## config.mk

```make
export PLATFORM = sky130hd
export DESIGN_NAME = pipeline_hazard_ctrl
export DESIGN_NICKNAME = d
export VERILOG_FILES = /design/src/rtl/hazard_pkg.sv /design/src/rtl/sat_counter.sv /design/src/rtl/pipeline_hazard_ctrl.sv
export SDC_FILE = /design/constraint.sdc
export NUM_CORES = 1
export LEC_CHECK = 0
export CAP_MARGIN = 20
export CORE_MARGIN = 2
export CORE_UTILIZATION = 45
export DETAILED_ROUTE_END_ITERATION = 6
export DONT_BUFFER_PORTS = 1
export GPL_TIMING_DRIVEN = 0
export PLACE_DENSITY = 0.65
export SYNTH_ARGS = -nofsm -noshare
export SYNTH_HDL_FRONTEND = slang
export SYNTH_SLANG_ARGS = --single-unit
```

## constraint.sdc

```tcl
create_clock -name clk -period 3.35 [get_ports clk]
set_input_delay 0.67 -clock clk [delete_from_list [all_inputs] [get_ports clk]]
set_output_delay 0.67 -clock clk [all_outputs]
set_load 0.05 [all_outputs]
```

## src/rtl/hazard_pkg.sv

```systemverilog
// Shared types and constants for the pipeline hazard sequencer.
package hazard_pkg;

  localparam int unsigned REG_W_DEF = 5;
  localparam int unsigned X0        = 0;
  localparam int unsigned CNT_W_DEF = 32;

  typedef enum logic [1:0] {
    RUN      = 2'd0,
    MEM_WAIT = 2'd1,
    FLUSH    = 2'd2
  } state_t;

endpackage

```

## src/rtl/sat_counter.sv

```systemverilog
// Saturating up-counter with synchronous clear, used for performance debug.
module sat_counter #(
  parameter int unsigned CNT_W = 32
) (
  input  logic             clk,
  input  logic             clear,
  input  logic             inc,
  output logic [CNT_W-1:0] count
);

  always_ff @(posedge clk) begin
    if (clear) begin
      count <= '0;
    end else if (inc && (count != '1)) begin
      count <= count + CNT_W'(1);
    end
  end

endmodule

```

## src/rtl/pipeline_hazard_ctrl.sv

```systemverilog
// Stall/flush sequencer for the 5-stage pipeline: load-use, taken-branch and
// data-memory wait hazards, with saturating stall/flush event counters.
module pipeline_hazard_ctrl
  import hazard_pkg::*;
#(
  parameter int unsigned REG_W        = REG_W_DEF,
  parameter int unsigned FLUSH_LEN    = 1,
  parameter int unsigned WAIT_TIMEOUT = 255,
  parameter int unsigned CNT_W        = CNT_W_DEF
) (
  input  logic             clk,
  input  logic             reset,
  input  logic [REG_W-1:0] ifid_rs1,
  input  logic [REG_W-1:0] ifid_rs2,
  input  logic             idex_memread,
  input  logic [REG_W-1:0] idex_rd,
  input  logic             branch_taken,
  input  logic             mem_req,
  input  logic             mem_ready,
  output logic             pc_write,
  output logic             ifid_write,
  output logic             ifid_flush,
  output logic             idex_bubble,
  output logic             idex_hold,
  output logic             exmem_flush,
  output logic             exmem_hold,
  output logic             err_timeout,
  output logic [CNT_W-1:0] stall_cnt,
  output logic [CNT_W-1:0] flush_cnt
);

  localparam int unsigned WCNT_W = $clog2(WAIT_TIMEOUT + 1);
  localparam int unsigned FCNT_W = $clog2(FLUSH_LEN + 1);

  state_t            state_q, state_d;
  logic [WCNT_W-1:0] wcnt_q, wcnt_d;
  logic [FCNT_W-1:0] fcnt_q, fcnt_d;
  logic              lu_c;
  logic              mem_wait_c;
  logic              wait_expired_c;
  logic              timeout_c;
  logic              flush_evt_c;

  assign lu_c = idex_memread && (idex_rd != REG_W'(X0)) &&
                ((idex_rd == ifid_rs1) || (idex_rd == ifid_rs2));
  assign mem_wait_c     = mem_req && !mem_ready;
  assign wait_expired_c = (wcnt_q == WCNT_W'(WAIT_TIMEOUT));
  assign flush_evt_c    = (state_q == RUN) && branch_taken;

  // State, wait/flush counters and sticky timeout flag
  always_ff @(posedge clk) begin
    if (reset) begin
      state_q     <= RUN;
      wcnt_q      <= '0;
      fcnt_q      <= '0;
      err_timeout <= 1'b0;
    end else begin
      state_q <= state_d;
      wcnt_q  <= wcnt_d;
      fcnt_q  <= fcnt_d;
      if (timeout_c) begin
        err_timeout <= 1'b1;
      end
    end
  end

  // Next-state: wait cycles count from the RUN cycle that first froze MEM
  always_comb begin
    state_d   = state_q;
    wcnt_d    = wcnt_q;
    fcnt_d    = fcnt_q;
    timeout_c = 1'b0;
    unique case (state_q)
      RUN: begin
        if (branch_taken) begin
          if (FLUSH_LEN > 1) begin
            fcnt_d  = FCNT_W'(FLUSH_LEN - 1);
            state_d = FLUSH;
          end
        end else if (mem_wait_c) begin
          wcnt_d  = WCNT_W'(1);
          state_d = MEM_WAIT;
        end
      end
      MEM_WAIT: begin
        if (mem_ready) begin
          wcnt_d  = '0;
          state_d = RUN;
        end else if (wait_expired_c) begin
          timeout_c = 1'b1;
          wcnt_d    = '0;
          state_d   = RUN;
        end else begin
          wcnt_d = wcnt_q + WCNT_W'(1);
        end
      end
      FLUSH: begin
        fcnt_d = fcnt_q - FCNT_W'(1);
        if (fcnt_q == FCNT_W'(1)) begin
          state_d = RUN;
        end
      end
      default: begin
        state_d = RUN;
      end
    endcase
  end

  // Control outputs: zero-latency decode of state and current inputs
  always_comb begin
    pc_write    = 1'b1;
    ifid_write  = 1'b1;
    ifid_flush  = 1'b0;
    idex_bubble = 1'b0;
    idex_hold   = 1'b0;
    exmem_flush = 1'b0;
    exmem_hold  = 1'b0;
    unique case (state_q)
      RUN: begin
        if (branch_taken) begin
          ifid_flush  = 1'b1;
          idex_bubble = 1'b1;
          exmem_flush = 1'b1;
        end else if (mem_wait_c) begin
          pc_write   = 1'b0;
          ifid_write = 1'b0;
          idex_hold  = 1'b1;
          exmem_hold = 1'b1;
        end else if (lu_c) begin
          pc_write    = 1'b0;
          ifid_write  = 1'b0;
          idex_bubble = 1'b1;
        end
      end
      MEM_WAIT: begin
        if (!mem_ready && !wait_expired_c) begin
          pc_write   = 1'b0;
          ifid_write = 1'b0;
          idex_hold  = 1'b1;
          exmem_hold = 1'b1;
        end else if (lu_c) begin
          pc_write    = 1'b0;
          ifid_write  = 1'b0;
          idex_bubble = 1'b1;
        end
      end
      FLUSH: begin
        ifid_flush  = 1'b1;
        idex_bubble = 1'b1;
      end
      default: begin
      end
    endcase
  end

  sat_counter #(.CNT_W(CNT_W)) u_stall_cnt (
    .clk   (clk),
    .clear (reset),
    .inc   (~pc_write),
    .count (stall_cnt)
  );

  sat_counter #(.CNT_W(CNT_W)) u_flush_cnt (
    .clk   (clk),
    .clear (reset),
    .inc   (flush_evt_c),
    .count (flush_cnt)
  );

endmodule
```

==> flow_summary.yaml, run 1 <==
clock_network:
  cts_buffer_depth: 2
  cts_sinks: 74
  cts_buffers: 9
  clock_latency_ns: 0.35
  cts_tree: "done"
  h-tree-depth: 3
  root_buffer: "clkbuf_8"
  clk_pin_slew_worst_paths_ns: 0.08
  postCtsHoldBufs: 0
logic_synthesis:
  synth.yosys.seq_area_share: 0.3821
  synth_seq_cells: 74
  synth_nets: 491
  synth_area_leaders: "dfxtp_1 (38%), xor2_1 (6.3%), nor2_1 (5.9%)"
  syn-cell-area_um2: 3877
  yosys.area.top_type: "dfxtp_1"
  syn_inst: 467
  ys.flop_type: "dfxtp_1"
  synth.top_cells.by_count: "dfxtp_1 (74), nor2_1 (61), nand2_1 (31), xor2_1 (28)"
  yosysMostFrequentCell: "dfxtp_1"
  synth_top_cell_area_share: 0.3821
  async_reset_ff_frac: 0
  yosysUniqueCellTypes: 47
  avgSynthCellArea_um2: 8.303
  synth-edff-count: 0
  yosys_warnings: 0
sta:
  worst_pin_slew_ns: 0.9419
  fmax_mhz: 320.0
  relSlewSlack: 0.3678
  setup_viol: 0
  fin_crit_sh: 0.9328
  finalWorstSetupSlack_ns: 0.2252
  fin_skew_ns: 0.01303
  slew_violations: 0
  min_period_ns: 3.125
  rsz0062_at_grt: "no"
  setup_tns_ns: 0
  hold_violations: 0
routing:
  ant_nets: 0
  drt_wl_total_mm: 9.878
  first_iter_violations: 126
  dr.pass1.iters: 5
  via_count: 3460
  routedWlPerCell_um: 16.77
  viasPerCell: 5.874
  drcViolationCount: 0
power:
  vdd_ir_drop_max_mv: 0.2343
  p_int_mw: 1.357
  sw_frac_of_total: 0.2454
  clkPwrFrac: 0.437
  powerDensity_nw_per_um2: 419.4
  p_seq_frac: 0.503
  p_switching_mw: 0.4414
  p_leak_nw: 1.425
  combinationalPowerShare: 0.060
global_routing:
  gr-total-overflow: 0
  grt_first_pass_wirelength_mm: 16.57
  grt_max_degree: 14
  antenna_found_initial: 0
  grt_pass1_vias: 3245
  gr-usage-all-layers: 0.2112
floorplanning:
  row_count: 33
  die_x_um: 96.83
  start_util: 0.4672
  core_area_um2: 8299
  die_area_um2: 9375
  die_y_um: 96.83
  io-pin-count: 93
layout:
  drive_above_1_share: 0.08884
  fin_nets: 503
  area.growth.synth_to_final_pct: 10.62
  diodes: 0
outcome:
  status: "finished, final reports clean"
hold_path:
  hold_path_class: "primary input to register"
  min-delay-start: "mem_ready"
placement:
  post-place-ws_ns: -0.5391
  io_buffers: 0
  gp_congestion: 0.7989
  dp_hpwl_mm: 7.107
worst_setup_path:
  r2r-start: "u_stall_cnt.count[19]"
  startpoint: "wcnt_q[0]"
  cp.depth: 8
  max_stage_delay_ns: 0.39
  critPathCaptureType: "output pin"
  cpLargestDelayFamily: "buffers and inverters"
  setup.worst_path.start_class: "register"
  worstPathCellList: "ha_1 > and4_1 > a211oi_2 > and2_4 > a31oi_4 > clkbuf_4 > buf_6 > buf_4"
  worst-path-buf-inv: 3
  r2r_setup_slack_ns: 0.28
  arrival_ns: 2.45
  setup.worst_path.end: "pc_write"
  reg2reg_to: "u_stall_cnt.count[18]"
  required_ns: 2.68
  worst-setup-path-type: "register to output pin"
  rr_worst_depth: 7
  crit_fanout: 11
  crit_slowest_cell: "dfxtp_1"
job:
  maxCapViolCount: 0
cell type report:
class / instances / area [µm²]
Fill cell: 787 / 4010
Multi-Input combinational cell: 360 / 2281
Sequential cell: 74 / 1483
Clock buffer: 10 / 137.6
Buffer: 27 / 137.6
Tap cell: 105 / 131.4
Clock inverter: 6 / 88.84
Inverter: 6 / 22.52
Timing Repair Buffer: 1 / 7.507
cells by family (layout without fill, tap and decap cells):
group           after synthesis  in the layout  share of synthesized area
simple gates                243            243                     0.3443
flops                        74             74                     0.3821
compound gates               57             57                    0.08810
xor+xnor                     44             44                    0.09939
buf+inv                      33             50                    0.03872
mux                          13             13                    0.03775
fa+ha+maj                     3              3                   0.009682
repair_timing:
action | 4_1_cts | 5_1_grt
buffers inserted | 1 | 0
resized for setup | 7 | 5
endpoints found under the setup margin | 2 | 22
layer usage:
layer / GRT usage / share of wire / vias up
met5: 0 / 0 / -
met4: 0.05742 / 0.0089 / 0
met3: 0.07009 / 0.081 / 8
met2: 0.3328 / 0.46 / 113
met1: 0.2778 / 0.45 / 1624
li1: - / - / 1715
state kept, by name, summed over array words and instances, names as in the netlist:
| name | count |
|---|---|
| err_timeout | 1 |
| state_q | 1 |
| u_flush_cnt.count | 32 |
| u_stall_cnt.count | 32 |
| wcnt_q | 8 |
worst register-to-register path: stages (launching register included):
cell and delay, ns:
dfxtp_1 0.73, nand4_1 0.36, nor4_2 0.53, nand4_1 0.15, nor2_1 0.45, clkbuf_1 0.46
o31ai_1 0.16, a21oi_1 0.16
cells in the final DEF (no fill, tap or decap), types with 2 or more instances in the layout:
master	instances
a21oi_1	24
and3_1	14
and4_1	6
buf_2	5
buf_4	4
buf_6	2
bufinv_16	2
clkbuf_1	16
clkbuf_8	10
clkinvlp_4	2
dfxtp_1	73
ha_1	3
inv_1	6
mux2_1	13
nand2_1	31
nand2b_1	2
nand3_1	26
nand4_1	26
nand4_2	2
nor2_1	61
nor2b_1	14
nor3_1	5
nor3b_1	7
nor4_1	9
nor4_2	2
o21ai_0	3
o21ai_1	7
o31ai_1	15
or2_2	3
or3_1	6
or4_1	18
xnor2_1	16
xor2_1	28
power groups by stage:
stage,clock (mW),combinational (mW),sequential (mW)
after floorplan,0,0.0798,0.923
after global placement,0,0.100,0.925
after detailed placement,0,0.101,0.926
after CTS,0.802,0.107,0.905
after global routing,0.840,0.117,0.906
final,0.787,0.107,0.905
per-stage QoR:
step	instances	power, mW	hold WS [ns]	util	area [µm²]
floorplan	467	1.002	0.4716	-	3877
global placement	572	1.026	0.4923	0.4830	4009
detailed placement	572	1.027	0.5057	0.4830	4009
CTS	589	1.814	0.5132	0.5144	4269
global route	589	1.863	0.5220	0.5168	4289
finish	589	1.799	0.5212	0.5168	4289
worst min path at each step:
stage | endpoint | slack, ns | depth (start not counted)
3_3_place_gp | wcnt_q[5] | 0.49 | 2
5_1_grt | wcnt_q[0] | 0.52 | 2
6_report | wcnt_q[0] | 0.52 | 2
2_1_floorplan | wcnt_q[5] | 0.47 | 2
4_1_cts | wcnt_q[0] | 0.51 | 2
3_5_place_dp | wcnt_q[5] | 0.51 | 2
Power figures use the tool's default switching activity.
==> run 2: changes to the inputs <==
--- a/config.mk
+++ b/config.mk
@@ -6,11 +6,11 @@
 export NUM_CORES = 1
 export LEC_CHECK = 0
 export CAP_MARGIN = 20
-export CORE_MARGIN = 2
 export CORE_UTILIZATION = 45
 export DETAILED_ROUTE_END_ITERATION = 6
 export DONT_BUFFER_PORTS = 1
 export GPL_TIMING_DRIVEN = 0
+export HOLD_SLACK_MARGIN = 0.1
 export PLACE_DENSITY = 0.65
 export SYNTH_ARGS = -nofsm -noshare
 export SYNTH_HDL_FRONTEND = slang
==> run 2 against run 1 <==
Net effect: clock power fell by 2.5%; clock-buffer cell count fell by 1; die area fell by 4.1%; critical path type unchanged; critical endpoint unchanged; highest routed layer unchanged.
==> flow_summary.yaml, run 2 (same netlist as run 1, synthesis figures left out) <==
outcome:
  status: "finished, final reports clean"
sta:
  holdWs_ns: 0.5122
  fin_crit_sh: 0.9367
  setup_viol: 0
  fin_skew_ns: 0.01047
  min_period_ns: 3.138
  setup_tns_ns: 0
  relSlewSlack: 0.5370
  fmax_mhz: 318.7
  slew_violations: 0
  finalWorstSetupSlack_ns: 0.2121
  worst_pin_slew_ns: 0.6935
  hold_violations: 0
floorplanning:
  core_area_um2: 8258
  die_area_um2: 8992
  die_x_um: 94.83
  row_count: 33
  io-pin-count: 93
  start_util: 0.4695
  die_y_um: 94.83
routing:
  drt_wl_total_mm: 9.958
  via_count: 3521
  drcViolationCount: 0
  routedWlPerCell_um: 16.91
  viasPerCell: 5.978
  dr.pass1.iters: 4
  first_iter_violations: 180
  ant_nets: 0
clock_network:
  postCtsHoldBufs: 0
  cts_buffers: 9
  clock_latency_ns: 0.35
  cts_tree: "done"
  clk_pin_slew_worst_paths_ns: 0.08
  cts_resized: 7
  cts_buffer_depth: 2
  cts_setup_buffers: 0
  h-tree-depth: 3
  root_buffer: "clkbuf_8"
  cts_sinks: 74
layout:
  final_cells: 589
  regArea_um2: 1481
  top_regs: "u_flush_cnt.count x32, u_stall_cnt.count x32, wcnt_q x8"
  final_common_cell: "dfxtp_1"
  n_fill_cell: 801
  final_cell_mix: "dfxtp_1 (74), nor2_1 (61), nand2_1 (31)"
  diodes: 0
  drive_above_1_share: 0.08471
  multi_input_area_um2: 2273
  area.growth.synth_to_final_pct: 10.26
  fin_nets: 503
global_routing:
  gr-total-overflow: 0
  gr-usage-all-layers: 0.2300
  antenna_found_initial: 0
  grt_max_degree: 14
  grt_pass1_vias: 3315
  grt_first_pass_wirelength_mm: 16.18
power:
  p_int_mw: 1.334
  clkPwrFrac: 0.431
  sw_frac_of_total: 0.2502
  powerDensity_nw_per_um2: 416.3
  combinationalPowerShare: 0.060
  p_seq_frac: 0.508
  p_leak_nw: 1.422
  p_switching_mw: 0.4454
  vdd_ir_drop_max_mv: 0.1961
worst_setup_path:
  required_ns: 2.68
  startpoint: "wcnt_q[0]"
  r2r-start: "u_stall_cnt.count[18]"
  r2r_setup_slack_ns: 0.26
  crit_fanout: 11
  reg2reg_to: "u_stall_cnt.count[9]"
  worst-setup-path-type: "register to output pin"
  critPathCaptureType: "output pin"
  setup.worst_path.end: "pc_write"
  setup.worst_path.start_class: "register"
  arrival_ns: 2.47
  rr_worst_depth: 7
placement:
  dp_hpwl_mm: 7.030
  io_buffers: 0
  post-place-ws_ns: -0.4969
  dpl.cell_count: 573
  gp_congestion: 0.7763
hold_path:
  min_path_cells: 2
  hold_path_class: "primary input to register"
job:
  maxCapViolCount: 0
[run 2: worst min-delay path by stage]
stage               from   endpoint  slack [ns]
2_1_floorplan  wcnt_q[5]  wcnt_q[5]        0.47
4_1_cts        mem_ready  wcnt_q[0]        0.50
3_3_place_gp   wcnt_q[5]  wcnt_q[5]        0.50
6_report       mem_ready  wcnt_q[0]        0.51
3_5_place_dp   wcnt_q[5]  wcnt_q[5]        0.51
5_1_grt        mem_ready  wcnt_q[0]        0.52
[run 2: layout make-up]
cell class | count | share of cell area
well taps | 105 | 0.03073
plain buffers | 27 | 0.03307
repair buffers | 1 | 0.001756
clock buffers | 9 | 0.02897
flip-flops and latches | 74 | 0.3465
multi-input cells | 360 | 0.5318
clock inverters | 7 | 0.02195
inverters | 6 | 0.005268
[run 2: critical path, stage by stage (launching register included)]
cell and delay (ns):
dfxtp_1 0.38, ha_1 0.23, and4_1 0.22, a211oi_1 0.09
and2_4 0.24, a31oi_4 0.28, buf_6 0.21, buf_6 0.23
buf_4 0.24
[run 2: per-layer routing]
layer,share of wire,wire (µm),vias up,GRT usage
li1,-,-,1712,-
met1,0.47,4637,1683,0.3146
met2,0.45,4503,113,0.3489
met3,0.068,675,13,0.05556
met4,0.014,142,0,0.08460
met5,0,0,-,0
[run 2: stage by stage]
stage | util | area (µm²) | total power, mW
3_3_place_gp | 0.4855 | 4009 | 1.024
2_1_floorplan | - | 3877 | 1.002
4_1_cts | 0.5159 | 4260 | 1.792
6_report | 0.5177 | 4275 | 1.780
5_1_grt | 0.5177 | 4275 | 1.841
3_5_place_dp | 0.4864 | 4016 | 1.028
[run 2: power groups by stage]
stage | clock network [mW] | logic, mW | registers (mW)
CTS | 0.781 | 0.107 | 0.905
global route | 0.818 | 0.117 | 0.906
finish | 0.767 | 0.108 | 0.905
global placement | 0 | 0.0989 | 0.925
detailed placement | 0 | 0.102 | 0.926
floorplan | 0 | 0.0798 | 0.923
